File: src/rtl/ama_riscv_defines.sv
// Shared types and constants for the ama_riscv core pipeline.
package ama_riscv_defines;

  typedef logic [4:0] rf_addr_t;

  localparam rf_addr_t RF_X0_ZERO = 5'd0;

  typedef enum logic [1:0] {
    ALU  = 2'd0,
    LOAD = 2'd1,
    PC4  = 2'd2,
    CSR  = 2'd3
  } wb_sel_t;

  localparam logic [2:0] LB  = 3'd0;
  localparam logic [2:0] LH  = 3'd1;
  localparam logic [2:0] LW  = 3'd2;
  localparam logic [2:0] LBU = 3'd4;
  localparam logic [2:0] LHU = 3'd5;

endpackage

File: src/rtl/ama_riscv_load_align.sv
// Aligns word-wide load data to the addressed byte/half and extends it;
// flags addresses the access width cannot reach.
module ama_riscv_load_align
  import ama_riscv_defines::*;
(
  input  logic [31:0] rsp_data,
  input  logic [1:0]  addr_lo,
  input  logic [2:0]  funct3,
  output logic [31:0] data,
  output logic        misaligned
);

  logic [31:0] shifted;

  assign shifted = rsp_data >> {addr_lo, 3'b000};

  always_comb begin
    data       = shifted;
    misaligned = 1'b0;
    unique case (funct3)
      LB:  data = {{24{shifted[7]}}, shifted[7:0]};
      LBU: data = {24'h0, shifted[7:0]};
      LH: begin
        data       = {{16{shifted[15]}}, shifted[15:0]};
        misaligned = addr_lo[0];
      end
      LHU: begin
        data       = {16'h0, shifted[15:0]};
        misaligned = addr_lo[0];
      end
      // LW and any unsupported encoding: full word, must be word aligned
      default: begin
        data       = shifted;
        misaligned = (addr_lo != 2'b00);
      end
    endcase
  end

endmodule

File: src/rtl/ama_riscv_writeback.sv
// Writeback stage: selects the result, aligns load data, drives the
// register file write port and keeps retire / load-wait counters.
module ama_riscv_writeback
  import ama_riscv_defines::*;
#(
  parameter int unsigned INSTRET_W   = 64,
  parameter int unsigned STALL_CNT_W = 32
) (
  input  logic                   clk,
  input  logic                   rst,
  input  logic                   mem_valid,
  input  logic                   mem_rd_we,
  input  rf_addr_t               mem_rd_addr,
  input  wb_sel_t                mem_wb_sel,
  input  logic [31:0]            mem_alu_out,
  input  logic [31:0]            mem_pc_inc4,
  input  logic [31:0]            mem_csr_data,
  input  logic [2:0]             mem_funct3,
  input  logic                   dmem_rsp_valid,
  input  logic [31:0]            dmem_rsp_data,
  output logic                   mem_stall,
  output logic                   rf_we,
  output rf_addr_t               rf_addr_d,
  output logic [31:0]            rf_data_d,
  output logic                   misalign_err,
  output logic [INSTRET_W-1:0]   instret,
  output logic [STALL_CNT_W-1:0] load_stall_cnt
);

  typedef enum logic {IDLE, WAIT} state_t;

  state_t                 state_q;
  logic                   wb_valid_q;
  logic                   wb_misaligned_q;
  logic                   rf_we_q;
  rf_addr_t               rf_addr_q;
  logic [31:0]            rf_data_q;
  logic                   misalign_err_q;
  logic [INSTRET_W-1:0]   instret_q;
  logic [STALL_CNT_W-1:0] stall_cnt_q;

  logic [31:0] load_data;
  logic        align_misaligned;
  logic        is_load;
  logic        load_mis;
  logic        accept;
  logic [31:0] wb_data;

  ama_riscv_load_align u_load_align (
    .rsp_data   (dmem_rsp_data),
    .addr_lo    (mem_alu_out[1:0]),
    .funct3     (mem_funct3),
    .data       (load_data),
    .misaligned (align_misaligned)
  );

  assign is_load   = mem_valid && (mem_wb_sel == LOAD);
  assign load_mis  = is_load && align_misaligned;
  // Misaligned loads never wait for a response.
  assign mem_stall = is_load && !align_misaligned && !dmem_rsp_valid && !rst;
  assign accept    = mem_valid && !mem_stall;

  always_comb begin
    wb_data = mem_alu_out;
    unique case (mem_wb_sel)
      ALU:     wb_data = mem_alu_out;
      LOAD:    wb_data = load_data;
      PC4:     wb_data = mem_pc_inc4;
      CSR:     wb_data = mem_csr_data;
      default: wb_data = mem_alu_out;
    endcase
  end

  always_ff @(posedge clk) begin
    if (rst) begin
      state_q         <= IDLE;
      wb_valid_q      <= 1'b0;
      wb_misaligned_q <= 1'b0;
      rf_we_q         <= 1'b0;
      rf_addr_q       <= RF_X0_ZERO;
      rf_data_q       <= 32'h0;
      misalign_err_q  <= 1'b0;
      instret_q       <= '0;
      stall_cnt_q     <= '0;
    end else begin
      unique case (state_q)
        IDLE:    state_q <= mem_stall ? WAIT : IDLE;
        WAIT:    state_q <= mem_stall ? WAIT : IDLE;
        default: state_q <= IDLE;
      endcase
      wb_valid_q      <= accept;
      wb_misaligned_q <= accept && load_mis;
      rf_we_q         <= accept && mem_rd_we && (mem_rd_addr != RF_X0_ZERO) && !load_mis;
      misalign_err_q  <= accept && load_mis;
      if (accept) begin
        rf_addr_q <= mem_rd_addr;
        rf_data_q <= wb_data;
      end
      if (wb_valid_q && !wb_misaligned_q) begin
        instret_q <= instret_q + INSTRET_W'(1);
      end
      if (mem_stall && (stall_cnt_q != '1)) begin
        stall_cnt_q <= stall_cnt_q + STALL_CNT_W'(1);
      end
    end
  end

  assign rf_we          = rf_we_q;
  assign rf_addr_d      = rf_addr_q;
  assign rf_data_d      = rf_data_q;
  assign misalign_err   = misalign_err_q;
  assign instret        = instret_q;
  assign load_stall_cnt = stall_cnt_q;

endmodule

File: config.mk
export PLATFORM = sky130hd
export DESIGN_NAME = ama_riscv_writeback
export DESIGN_NICKNAME = d
export VERILOG_FILES = /design/src/rtl/ama_riscv_defines.sv /design/src/rtl/ama_riscv_load_align.sv /design/src/rtl/ama_riscv_writeback.sv
export SDC_FILE = /design/constraint.sdc
export NUM_CORES = 1
export LEC_CHECK = 0
export CORE_MARGIN = 8
export CORE_UTILIZATION = 49
export CTS_BUF_LIST = sky130_fd_sc_hd__clkbuf_16
export DETAILED_ROUTE_END_ITERATION = 16
export MAX_ROUTING_LAYER = met4
export PLACE_DENSITY_LB_ADDON = 0.1
export SLEW_MARGIN = 10
export SYNTH_ARGS = -nofsm -noshare
export SYNTH_HDL_FRONTEND = slang
export SYNTH_SLANG_ARGS = --single-unit
File: constraint.sdc
create_clock -name clk -period 4.35 [get_ports clk]
set_clock_uncertainty 0.1 [all_clocks]
set_input_delay 0.435 -clock clk [delete_from_list [all_inputs] [get_ports clk]]
set_output_delay 0.435 -clock clk [all_outputs]
set_load 0.02 [all_outputs]
## Word-level counts from Yosys, hierarchy flattened

Cells that the tools add are included.

- Bits in registers: 136
- Input port bits: 143
- Output and inout bits: 136
- Logic and storage cells: 44

- Add/subtract/negate cells: 2
- Equality and inequality tests: 7
- Shift-type cells: 1
- Muxes and demuxes: 3
- Reduce and logical (&&, ||, !) cells: 24

Operators by type and width:

| cell | number |
|---|---|
| 32-bit one-hot mux with 4 select lines | 2 |
| 64-bit by 1-bit adder with 64-bit output, second input constant | 1 |
| 32-bit by 1-bit adder with 32-bit output, second input constant | 1 |
| 32-bit inequality test, second input constant | 1 |
| 32-bit by 5-bit right shift with 32-bit output | 1 |
| 1-bit logical AND | 12 |
| 3-bit equality test, second input constant | 2 |
| 1-bit logical NOT | 6 |
| 5-bit nonzero test | 1 |
| 2-bit equality test, second input constant | 2 |
| 2-bit OR reduction | 2 |
| 3-bit by 1-bit equality test with 1-bit output, second input constant | 1 |
| 3-bit logical NOT | 1 |
| 2-bit by 1-bit equality test with 1-bit output, second input constant | 1 |
| 2-bit logical NOT | 1 |
| 1-bit one-hot mux with 2 select lines | 1 |
| 2-bit nonzero test | 1 |

## Longest topological paths before layout

Gate-level depths: netlist (run 1).

- Depth after elaboration: 12
- Mapped depth: 9
- Depth with buffers taken out: 7

## Cells and area by module

From an unflattened synthesis (run 1), not the netlist that was laid out.

- Cells, all modules: 875
- Area total of the unflattened synthesis: 7449.6 sq um

Modules (own cells, without submodules):

| module | instances | cells each | area an instance (sq um) | seq. area each (sq um) |
|---|---|---|---|---|
| ama_riscv_writeback | 1 | 765 | 6745.2 | 2722.6 |
| ama_riscv_load_align | 1 | 110 | 704.4 | 0.0 |

## Worst setup path after synthesis (run 1)

OpenSTA, ideal clock, no wires.

- Path type: flip-flop to flip-flop
- From: register instret_q[2], in the netlist instret[2]
- To: register instret_q[63], in the netlist instret[63]
- Setup time: 70 ps
- Arrival time: 2001 ps
- Data required time: 4180 ps
- Slack: 2178 ps
- Stages on the path, launching flop included: 7
- Path buffers: 1
- Period minus slack after synthesis: 2172 ps
- Cell sequence: dfxtp_1 > nand2_1 > nor4_4 > nand2_2 > buf_2 > or4_1 > a21oi_1

- Word-level cells in the longest chain between the ends: 1

RTL lines:

| item | line | source |
|---|---|---|
| start, declared | ama_riscv_writeback.sv:39 | `logic [INSTRET_W-1:0] instret_q;` |
| start signal, assigned | ama_riscv_writeback.sv:100 | `instret_q <= instret_q + INSTRET_W'(1);` |
| 64-bit by 1-bit adder with 64-bit output | ama_riscv_writeback.sv:100 |  |

Every way passes these cells.
A chain may end at the register's enable or synchronous reset.

## Final worst setup path (run 1)

- From: input port mem_funct3[1]
- To: output port mem_stall

- Word-level cells in the longest chain between the ends: 7
- Elaborated cells between the ends (all ways): 11
- Classes of those cells: 3 x eq/ne; 1 x mux; 7 x reduce/logical

RTL lines:

| item | line | source |
|---|---|---|
| start, declared | ama_riscv_writeback.sv:18 | `input logic [2:0] mem_funct3,` |
| 3-bit by 1-bit equality test with 1-bit output, or another cell as far along | ama_riscv_load_align.sv:20 | `unique case (funct3)` |
| 2-bit OR reduction (no source line) | n/a |  |
| 1-bit one-hot mux with 2 select lines (*) | ama_riscv_load_align.sv:20 |  |
| 1-bit logical NOT (*) | ama_riscv_writeback.sv:60 | `assign mem_stall = is_load && !align_misaligned && !dmem_rsp_valid && !rst;` |
| 1-bit logical AND (*) (3 in series) | ama_riscv_writeback.sv:60 |  |
| end, declared | ama_riscv_writeback.sv:21 | `output logic mem_stall,` |

Every way passes the cells marked *; elsewhere a longest branch is shown, timed or not.

==> metrics.log, run 1 <==
INFO  metric synth_enable_flop_cells = 0
INFO  metric largest_cells_by_area_after_synthesis = sky130_fd_sc_hd__dfxtp_1, sky130_fd_sc_hd__a21oi_1, sky130_fd_sc_hd__mux2i_1
INFO  metric worstHoldEndpoint = rf_addr_d[4]
INFO  metric synth_top_cell_by_area = sky130_fd_sc_hd__dfxtp_1
INFO  metric power.net_switching = 836 uW
INFO  metric pwr-share-clk = between 40% and 50%
INFO  metric r2r_cells = 5
INFO  metric final.setup.tns = 0 ns
INFO  metric muxShareOfSynthArea = 7.50%
INFO  metric synth_commonest_cells = sky130_fd_sc_hd__dfxtp_1, sky130_fd_sc_hd__nand2_1, sky130_fd_sc_hd__a21oi_1
INFO  metric worst_case_clock_buffer_depth = 2
INFO  metric fin_crit = 3.49 ns
INFO  metric globalplace.congestion = 0.986
INFO  metric die-width = 142 um
INFO  metric dpl.hpwl = 20600 um
INFO  metric vdd.ir_drop.worst = 0.313 mV
INFO  metric layout.cells.non_filler = 1441
INFO  metric total_nets_final = 1355
INFO  metric worst_hold_path_type = flip-flop to flip-flop
INFO  metric vias_per_cell = 5.82
INFO  metric final_max_slew_viol_count = 0
INFO  metric start_of_the_worst_register_to_register_path = instret[13]
INFO  metric seq_area = 2720 um^2
INFO  metric synthXorXnorAreaFrac = approximately 4.7%
INFO  metric critPathMostFrequentCell = sky130_fd_sc_hd__clkdlybuf4s50_1
INFO  metric cell_internal_power_dissipation = 2.37 mW
INFO  metric p_r_area_growth_vs_syn = 44.2%
INFO  metric hold_path.startpoint = rf_addr_d[4]
INFO  metric fp-row-count = 46
INFO  metric worstSetupStartpointType = input port
INFO  metric worst-path-buf-inv = 3
INFO  metric drive_above_1_share = between 6 and 7%
INFO  metric placed_cells = between 1000 and 1500
INFO  metric maximum_number_of_pins_on_one_net_before_global_route_repair = 79
INFO  metric synth-seq-cells = 136
INFO  metric synth_area = 7810 um^2
INFO  metric drc_errors = 0
INFO  metric source_to_sink_clock_delay_at_the_later_pin_of_the_worst_skew_pair = about 0.42 ns
INFO  metric multi_input_area = 4770 um^2
INFO  metric worstHoldPathCells = 2
INFO  metric utilization = 71.7%
INFO  metric first_global_vias = 7896
INFO  metric cp_data_required_time = 3.82 ns
INFO  metric main_combinational_cell_family_by_area_after_synthesis = simple AND/OR/NAND/NOR gates
INFO  metric initial_core_util = 49.7%
INFO  metric dr.pass1.iters = 5
INFO  metric power_density = 285 nW/um^2
INFO  metric gr-total-overflow = 0
INFO  metric critical_path.max_stage_delay = roughly 0.68 ns
INFO  metric synthCells = approximately 960
INFO  metric ctsHoldBuffers = 0
INFO  metric worstMarginPinSlew = 0.887 ns
INFO  metric drt_first_iter_violations = 717
INFO  metric flop_to_flop_setup_slack = ~1.7 ns
INFO  metric synth-seq-area-share = between 30% and 40%
INFO  metric place.port_buffers = 278
INFO  metric p_leak = 3.89 nW
INFO  metric routed_wire_length_per_instance = 18.8 um
INFO  metric cts_sinks = between 100 and 150
INFO  metric fp.dieH = 142 um
INFO  metric ant_nets = 0
INFO  metric tritoncts.num_buffers = 17
INFO  metric cts-htree-levels = 4
INFO  metric core_region_area = 15700 um^2
INFO  metric critical_path.cell_chain = clkdlybuf4s50_1 > or2_1 > nand2_2 > nand4_2 > inv_2 > clkdlybuf4s50_1
INFO  metric run_status = finished clean
INFO  metric synth_top_area_share = 34.9%
INFO  metric crit_path_end_kind = output pin
INFO  metric post_synth.cell_area_avg = 8.10 um^2
INFO  metric synth-simple-area-share = 29.3%
INFO  metric setup_viol = 0
INFO  metric rsz0062_at_grt = false
INFO  metric power.share.switching = about a quarter
INFO  metric num_io_pins = 279
INFO  metric number_of_antenna_violations_at_the_first_check_in_global_routing = 2
INFO  metric dpl_cell_area = 10700 um^2
INFO  metric synth_compound_area_share = between 10% and 20%
INFO  metric path_max_fanout = 19
INFO  metric reported_max_cap_violation_count = 0
INFO  metric nFillCells = roughly 1300
INFO  metric r2r_end = instret[54]
INFO  metric synth.yosys.warnings = 0
INFO  metric max_clock_freq = 286 MHz
INFO  metric cts.repair_timing.setup_buffer_count = 0
INFO  metric grtUsageTotal = 27.0%
INFO  metric cts_tree = yes
INFO  metric crit_path_top_delay_cell = sky130_fd_sc_hd__clkdlybuf4s50_1
INFO  metric power_frac_comb = 15.5%
INFO  metric post_synthesis_async_set_or_reset_flop_share = 0%
INFO  metric synth.lib_cells_used.distinct = 63
INFO  metric route.vias.total = roughly 8400
INFO  metric critPathArrivalTime = 2.96 ns
INFO  metric cts_resized = 0
INFO  metric ys_dominant_reg_cell = sky130_fd_sc_hd__dfxtp_1
INFO  metric yosys.cell_count.top_type = sky130_fd_sc_hd__dfxtp_1
INFO  metric timing.slew.headroom = 40.8%
INFO  metric timing.setup.critical_path_class = input port to output pin
INFO  metric timing_hold_violations_final = 0
INFO  metric cpLargestDelayFamily = buffers and inverters
INFO  metric grt_pass1_wl = 42200 um
INFO  metric root_buffer = sky130_fd_sc_hd__clkbuf_16
INFO  metric post-route-cell-area = 11300 um^2
INFO  metric final_min_period_over_clock_period = about four fifths
INFO  metric finalWirelength = 27100 um
INFO  metric die-area = roughly 20000 um^2
INFO  metric seqPwrFrac = a little over 40%
INFO  metric clkSlewWorstSetupHoldPaths = 0.06 ns
INFO  metric synth_fp_nets = 1109
INFO  metric synthAdderAreaFrac = 0.320%
[registers in the layout (all words and copies together), names as in the netlist]
name and count:
rf_data_d 32, rf_addr_d 5, wb_valid_q 1, rf_we 1
instret 64, misalign_err 1, load_stall_cnt 32
[area by class of cell]
| cell class | count | share of cell area, % |
|---|---|---|
| Antenna cell | 2 | 0.0445 |
| Timing Repair Buffer | 289 | 25.4 |
| Clock buffer | 17 | 3.78 |
| Inverter | 15 | 0.500 |
| Multi-Input combinational cell | 751 | 42.4 |
| Tap cell | 216 | 2.40 |
| Clock inverter | 15 | 1.36 |
| Sequential cell | 136 | 24.2 |
[per-stage QoR]
| stage | total power [mW] | hold WS (ns) | worst slack (ns) |
|---|---|---|---|
| 2_1_floorplan | 1.55 | 0.435 | 2.18 |
| 3_5_place_dp | 1.81 | 0.346 | 0.901 |
| 5_1_grt | 3.32 | 0.373 | 0.777 |
| 3_3_place_gp | 1.81 | 0.341 | 0.932 |
| 4_1_cts | 3.22 | 0.354 | 0.890 |
| 6_report | 3.20 | 0.355 | 0.856 |
[worst register-to-register path, stage by stage (launching register included)]
cell                      delay, ns
sky130_fd_sc_hd__dfxtp_1       0.43
sky130_fd_sc_hd__nand4_2       0.20
sky130_fd_sc_hd__nor4_4        0.71
sky130_fd_sc_hd__nand2_2       0.36
sky130_fd_sc_hd__or4_1         0.56
sky130_fd_sc_hd__a21oi_1       0.17
[power groups by stage]
stage          Combinational (mW)  Sequential (mW)  Clock, mW
6_report                    0.498             1.29       1.42
5_1_grt                     0.528             1.29       1.50
4_1_cts                     0.494             1.29       1.43
3_5_place_dp                0.492             1.32          0
3_3_place_gp                0.489             1.32          0
2_1_floorplan               0.202             1.35          0
[logic make-up (layout without fill, tap and decap cells)]
logic type / Yosys count / in the layout
mux: 48 / 48
simple gates: 420 / 420
other cells: 0 / 2
xor+xnor: 42 / 42
fa+ha+maj: 2 / 2
buf+inv: 77 / 336
flops: 136 / 136
compound gates: 239 / 239
[cell usage in the layout, fill, tap and decap left out, types with 13 or more instances in the layout]
cell type	synthesis	layout
sky130_fd_sc_hd__nor2_1	85	84
sky130_fd_sc_hd__clkdlybuf4s50_1	0	276
sky130_fd_sc_hd__dfxtp_1	136	136
sky130_fd_sc_hd__clkbuf_16	0	17
sky130_fd_sc_hd__o31ai_1	17	17
sky130_fd_sc_hd__or4_1	20	20
sky130_fd_sc_hd__o21ai_0	49	49
sky130_fd_sc_hd__xor2_1	31	31
sky130_fd_sc_hd__nor2b_1	13	13
sky130_fd_sc_hd__a21oi_1	91	91
sky130_fd_sc_hd__mux2i_1	36	36
sky130_fd_sc_hd__nor3_1	17	17
sky130_fd_sc_hd__nand2_1	94	94
sky130_fd_sc_hd__a211oi_1	18	18
sky130_fd_sc_hd__nand4_1	36	36
sky130_fd_sc_hd__or3_1	40	40
sky130_fd_sc_hd__nand3_1	38	38
sky130_fd_sc_hd__and3_1	14	14
[routing by layer]
metal / vias to the layer above / track usage (%) / routed length, um
li1: 4069 / - / -
met1: 3903 / 32.0 / 11300
met2: 353 / 43.4 / 12900
met3: 55 / 6.51 / 2030
met4: 0 / 10.2 / 756
met5: - / - / 0
[worst max path at each step]
stage / start / to / slack (ns) / cells after the start
2_1_floorplan: instret[2] / instret[63] / 2.18 / 6
3_3_place_gp: mem_funct3[1] / mem_stall / 0.93 / 6
3_5_place_dp: mem_funct3[1] / mem_stall / 0.90 / 6
4_1_cts: mem_funct3[1] / mem_stall / 0.89 / 6
5_1_grt: mem_funct3[1] / mem_stall / 0.78 / 6
6_report: mem_funct3[1] / mem_stall / 0.86 / 6
Note: power is estimated with default switching activity, not from simulation.
==> run 2, diff against run 1 <==
CORE_UTILIZATION = 41   (was 49)
clock period = 3.1 ns   (was 4.35 ns; I/O delays follow)
==> run 2 against run 1 <==
Net effect:
- design area rose by 1.6%
- sequential power is 40% higher
- wire length grew 1.0%
- critical endpoint unchanged
- clock power rose by 46%
- combinational power is 41% higher
- register-to-register slack got worse by 1.2 ns
- die area grew 17%
- setup slack worse by 0.50 ns
==> metrics.log, run 2 (synthesis gave the netlist of run 1 again) <==
INFO  metric run_status = finished clean
INFO  metric critPathArrivalTime = 2.33 ns
INFO  metric timing_hold_violations_final = 0
INFO  metric setup_viol = 0
INFO  metric fp-row-count = 50
INFO  metric grt_pass1_wl = 43200 um
INFO  metric place.port_buffers = 278
INFO  metric final.setup.tns = 0 ns
INFO  metric worstSetupStartpointType = input port
INFO  metric timing.setup.critical_path_class = input port to output pin
INFO  metric critical_path.max_stage_delay = approximately 0.65 ns
INFO  metric cts.repair_timing.setup_buffer_count = 0
INFO  metric critPathMostFrequentCell = sky130_fd_sc_hd__clkdlybuf4s50_1
INFO  metric initial_core_util = 41.7%
INFO  metric worst_case_clock_buffer_depth = 2
INFO  metric wl_met3 = 1780 um
INFO  metric cpLargestDelayFamily = buffers and inverters
INFO  metric ctsHoldBuffers = 0
INFO  metric fp.dieH = between 150 and 200 um
INFO  metric fin_crit = 2.74 ns
INFO  metric drc_errors = 0
INFO  metric ant_nets = 0
INFO  metric drive_above_1_share = between 7 and 8%
INFO  metric vdd.ir_drop.worst = roughly 0.39 mV
INFO  metric largest_reg_flops = 64
INFO  metric met1_length = 11900 um
INFO  metric maximum_number_of_pins_on_one_net_before_global_route_repair = 78
INFO  metric total_nets_final = 1372
INFO  metric p_r_area_growth_vs_syn = 46.5%
INFO  metric clkSlewWorstSetupHoldPaths = around 0.060 ns
INFO  metric finalWirelength = 27300 um
INFO  metric cts_resized = 0
INFO  metric cts-htree-levels = 4
INFO  metric num_io_pins = approximately 280
INFO  metric first_global_vias = 7859
INFO  metric route.vias.total = 8304
INFO  metric final_common_cell = sky130_fd_sc_hd__clkdlybuf4s50_1
INFO  metric layout.cells.non_filler = ~1500
INFO  metric final_min_period_over_clock_period = 88.4%
INFO  metric drt_first_iter_violations = 521
INFO  metric number_of_antenna_violations_at_the_first_check_in_global_routing = 3
INFO  metric critical_path.cell_chain = clkdlybuf4s50_1 > a21o_1 > nand2_2 > nand4_2 > inv_2 > clkdlybuf4s50_1
INFO  metric highest-signal-layer = met4
INFO  metric core_region_area = between 15000 and 20000 um^2
INFO  metric source_to_sink_clock_delay_at_the_later_pin_of_the_worst_skew_pair = 0.42 ns
INFO  metric layout.cells.most_common_list = sky130_fd_sc_hd__clkdlybuf4s50_1, sky130_fd_sc_hd__dfxtp_1, sky130_fd_sc_hd__nand2_1
INFO  metric routed_wire_length_per_instance = ~19 um
INFO  metric gr-total-overflow = 0
INFO  metric final_max_slew_viol_count = 0
INFO  metric placed_cells = roughly 1400
INFO  metric reported_max_cap_violation_count = 0
INFO  metric dpl.hpwl = 21100 um
INFO  metric worst_hold_path_type = flip-flop to flip-flop
INFO  metric power_density = 402 nW/um^2
INFO  metric cts_tree = yes
INFO  metric vias_per_cell = 5.62
INFO  metric p_leak = ~4 nW
INFO  metric die-width = roughly 150 um
INFO  metric flop_to_flop_setup_slack = 0.49 ns
INFO  metric length_of_routed_met2_wiring = 13100 um
INFO  metric path_max_fanout = 9
INFO  metric cp_data_required_time = 2.69 ns
INFO  metric grtUsageTotal = 23.2%
INFO  metric cts_sinks = 136
INFO  metric globalplace.congestion = 0.899
INFO  metric die-area = roughly 24000 um^2
INFO  metric tritoncts.num_buffers = 17
INFO  metric rsz0062_at_grt = false
INFO  metric crit_path_top_delay_cell = sky130_fd_sc_hd__clkdlybuf4s50_1
INFO  metric dr.pass1.iters = 5
INFO  metric timing.slew.headroom = 44.8%
INFO  metric worstMarginPinSlew = 0.827 ns
INFO  metric power.total = 4.59 mW
INFO  metric worst-path-buf-inv = 3
INFO  metric max_clock_freq = 365 MHz
INFO  metric crit_path_end_kind = output pin
INFO  metric root_buffer = sky130_fd_sc_hd__clkbuf_16
run 2: cell types whose count changed in the layout (fill, tap and decap cells not counted), sizes merged:
cell    change
clkinv      -2
buf        +17
diode       +1
bufinv      +1
inv         +1
run 2: metrics by stage:
step	area [um^2]	worst slack [ns]	utilization (%)	hold WS, ns
final	11400	0.361	61.1	0.352
after detailed placement	10800	0.252	57.9	0.346
after CTS	11400	0.363	61.1	0.354
after global routing	11400	0.260	61.1	0.375
after global placement	10800	0.359	57.9	0.342
after floorplan	7810	0.928	-	0.346
run 2: layout make-up:
cell class | instances | area, um^2
flip-flops and latches | 136 | 2720
clock inverters | 15 | 178
diodes | 3 | 7.51
well taps | 234 | 293
fillers | 1706 | 7270
repair buffers | 306 | 2990
clock buffers | 17 | 425
multi-input cells | 751 | 4770
inverters | 15 | 56.3
run 2: final timing paths:
kind | startpoint | depth (start not counted) | end
worst max-delay path | mem_alu_out[1] | 6 | mem_stall
worst min-delay path | rf_data_d[0] | 2 | rf_data_d[0]
worst max register to register | load_stall_cnt[3] | 5 | load_stall_cnt[3]
worst min register to register | rf_data_d[0] | 2 | rf_data_d[0]
run 2: worst min-delay path, cell delays in order, from the launching register on:
cell and delay [ns]:
sky130_fd_sc_hd__dfxtp_1 0.30, sky130_fd_sc_hd__nand2_1 0.05, sky130_fd_sc_hd__a21oi_1 0.05
run 2: where the power goes:
| group | switching (mW) | total (mW) | leakage [nW] | internal [mW] |
|---|---|---|---|---|
| clock | 0.815 | 2.08 | 0.293 | 1.27 |
| combinational | 0.343 | 0.701 | 2.59 | 0.358 |
| sequential | 0.0238 | 1.81 | 1.10 | 1.79 |
run 2: routing by layer:
layer  vias to the layer above  track usage (%)
met5                         -                -
met4                         0             7.33
met3                        31             5.24
met2                       287             37.3
met1                      3890             28.6
li1                       4096                -
==> run 3, diff against run 2 <==
CAP_MARGIN = 40   (was not set)
CORE_ASPECT_RATIO = 1.4   (was not set)
TNS_END_PERCENT = 100   (was not set)
==> run 3 against run 2 <==
Net effect:
- critical path depth unchanged
- setup slack better by 0.0054 ns
- flip-flop and latch count stayed put
- via count is 1.1% higher
- die area is 0.26% higher
- global-route usage increased by 0.65 points
- clock-buffer cell count unchanged
- wire length up 2.4%
- utilization up 0.44 points
- non-clock buffer count is 3 higher
- design area up 0.17%
==> metrics.log, run 3 (synthesis gave the netlist of run 1 again) <==
INFO  metric gr-total-overflow = 0
INFO  metric source_to_sink_clock_delay_at_the_later_pin_of_the_worst_skew_pair = 0.42 ns
INFO  metric crit_path_top_delay_cell = sky130_fd_sc_hd__clkdlybuf4s50_1
INFO  metric worst-path-buf-inv = 3
INFO  metric setup_viol = 0
INFO  metric critical_path.cell_chain = clkdlybuf4s50_1 > or2_1 > nand2_2 > nand4_2 > inv_2 > clkdlybuf4s50_1
INFO  metric layout.cells.most_common_list = sky130_fd_sc_hd__clkdlybuf4s50_1, sky130_fd_sc_hd__dfxtp_1, sky130_fd_sc_hd__nand2_1
INFO  metric worstMarginPinSlew = roughly 0.86 ns
INFO  metric crit_path_end_kind = output pin
INFO  metric timing_hold_violations_final = 0
INFO  metric cts_tree = yes
INFO  metric path_max_fanout = 10
INFO  metric reported_max_cap_violation_count = 0
INFO  metric drc_errors = 0
INFO  metric root_buffer = sky130_fd_sc_hd__clkbuf_16
INFO  metric ctsHoldBuffers = 0
INFO  metric critical_path.max_stage_delay = approximately 0.64 ns
INFO  metric maximum_number_of_pins_on_one_net_before_global_route_repair = 75
INFO  metric worst_hold_path_type = input port to flip-flop
INFO  metric final_common_cell = sky130_fd_sc_hd__clkdlybuf4s50_1
INFO  metric nFillCells = 1725
INFO  metric tritoncts.num_buffers = 17
INFO  metric worst_case_clock_buffer_depth = 2
INFO  metric fp-row-count = 59
INFO  metric cpLargestDelayFamily = buffers and inverters
INFO  metric final_max_slew_viol_count = 0
INFO  metric critPathMostFrequentCell = sky130_fd_sc_hd__clkdlybuf4s50_1
INFO  metric routed_wire_length_per_instance = around 19 um
INFO  metric vias_per_cell = 5.65
INFO  metric utilization = 61.6%
INFO  metric ant_nets = 0
INFO  metric max_clock_freq = 366 MHz
INFO  metric p_r_area_growth_vs_syn = 46.7%
INFO  metric timing.final.ws_setup = 0.366 ns
INFO  metric final.setup.tns = 0 ns
INFO  metric dr.pass1.iters = 5
INFO  metric route.vias.total = 8397
INFO  metric dpl.hpwl = between 20000 and 25000 um
INFO  metric critPathArrivalTime = 2.32 ns
INFO  metric fp.dieH = 179 um
INFO  metric cts.repair_timing.setup_buffer_count = 0
INFO  metric core_region_area = 18600 um^2
INFO  metric multi_input_area = 4770 um^2
INFO  metric power_density = 395 nW/um^2
INFO  metric first_global_vias = 8338
INFO  metric timing.setup.critical_path_class = input port to output pin
INFO  metric num_io_pins = between 200 and 300
INFO  metric cp_data_required_time = 2.69 ns
INFO  metric timing.slew.headroom = 42.9%
INFO  metric p_leak = 3.99 nW
INFO  metric grtUsageTotal = 23.9%
INFO  metric globalplace.congestion = 0.951
INFO  metric cts_sinks = 136
INFO  metric grt_pass1_wl = approximately 44000 um
INFO  metric cts-htree-levels = 4
INFO  metric vdd.ir_drop.worst = 0.342 mV
INFO  metric pre_cts_slack = 0.328 ns
INFO  metric rsz0062_at_grt = false
INFO  metric place.port_buffers = 278
INFO  metric run_status = finished clean
INFO  metric clkSlewWorstSetupHoldPaths = approximately 0.07 ns
INFO  metric initial_core_util = a little over two fifths
INFO  metric seq_area = 2720 um^2
INFO  metric antenna-diode-count = 0
INFO  metric number_of_antenna_violations_at_the_first_check_in_global_routing = 0
INFO  metric finalWirelength = roughly 28000 um
INFO  metric die-width = 133 um
INFO  metric cts_resized = 0
INFO  metric largest_reg_flops = between 60 and 70
INFO  metric fin_crit = 2.73 ns
INFO  metric total_nets_final = 1375
INFO  metric drive_above_1_share = about 8.1%
INFO  metric die-area = 23800 um^2
INFO  metric worstSetupStartpointType = input port
INFO  metric drt_first_iter_violations = 408
INFO  metric final_min_period_over_clock_period = 88.2%
==> run 3: tightest hold or removal path, stage by stage <==
cell                      delay (ns)
sky130_fd_sc_hd__buf_4          0.12
sky130_fd_sc_hd__buf_4          0.23
sky130_fd_sc_hd__a21oi_1        0.06
==> run 3: path summary, 6_finish.rpt <==
kind,from,to,slack [ns],depth (start not counted)
max,mem_funct3[0],mem_stall,0.37,6
min reg2reg,rf_data_d[21],rf_data_d[21],0.35,2
max reg2reg,instret[23],instret[50],0.62,5
min,rst,rf_data_d[0],0.25,3
==> run 3: report_power, final <==
group          switching (mW)  internal [mW]  leakage (nW)  total [mW]
Clock                   0.819           1.18         0.275        2.00
Combinational           0.344          0.364          2.61       0.708
Sequential             0.0237           1.79          1.10        1.81
==> run 3: through the flow <==
stage | cell area (um^2) | hold WS (ns) | power (mW) | cells
global placement | 10900 | 0.342 | 2.55 | 1454
CTS | 11500 | 0.221 | 4.56 | 1486
floorplan | 7810 | 0.346 | 2.18 | 964
global route | 11500 | 0.242 | 4.70 | 1486
detailed placement | 10900 | 0.346 | 2.56 | 1455
finish | 11500 | 0.248 | 4.52 | 1486
==> run 3: layout make-up <==
cell class / count / share of cell area (%)
Tap cell: 244 / 2.66
Inverter: 15 / 0.491
Sequential cell: 136 / 23.8
Multi-Input combinational cell: 751 / 41.6
Clock buffer: 17 / 3.71
Clock inverter: 14 / 1.31
Timing Repair Buffer: 309 / 26.4
==> run 3: routing by layer <==
layer / vias up / global-route usage (%) / share of wire (%)
li1: 4111 / - / -
met1: 3981 / 25.3 / 40
met2: 270 / 42.4 / 52
met3: 35 / 5.89 / 5.5
met4: 0 / 8.92 / 2.3
met5: - / - / 0
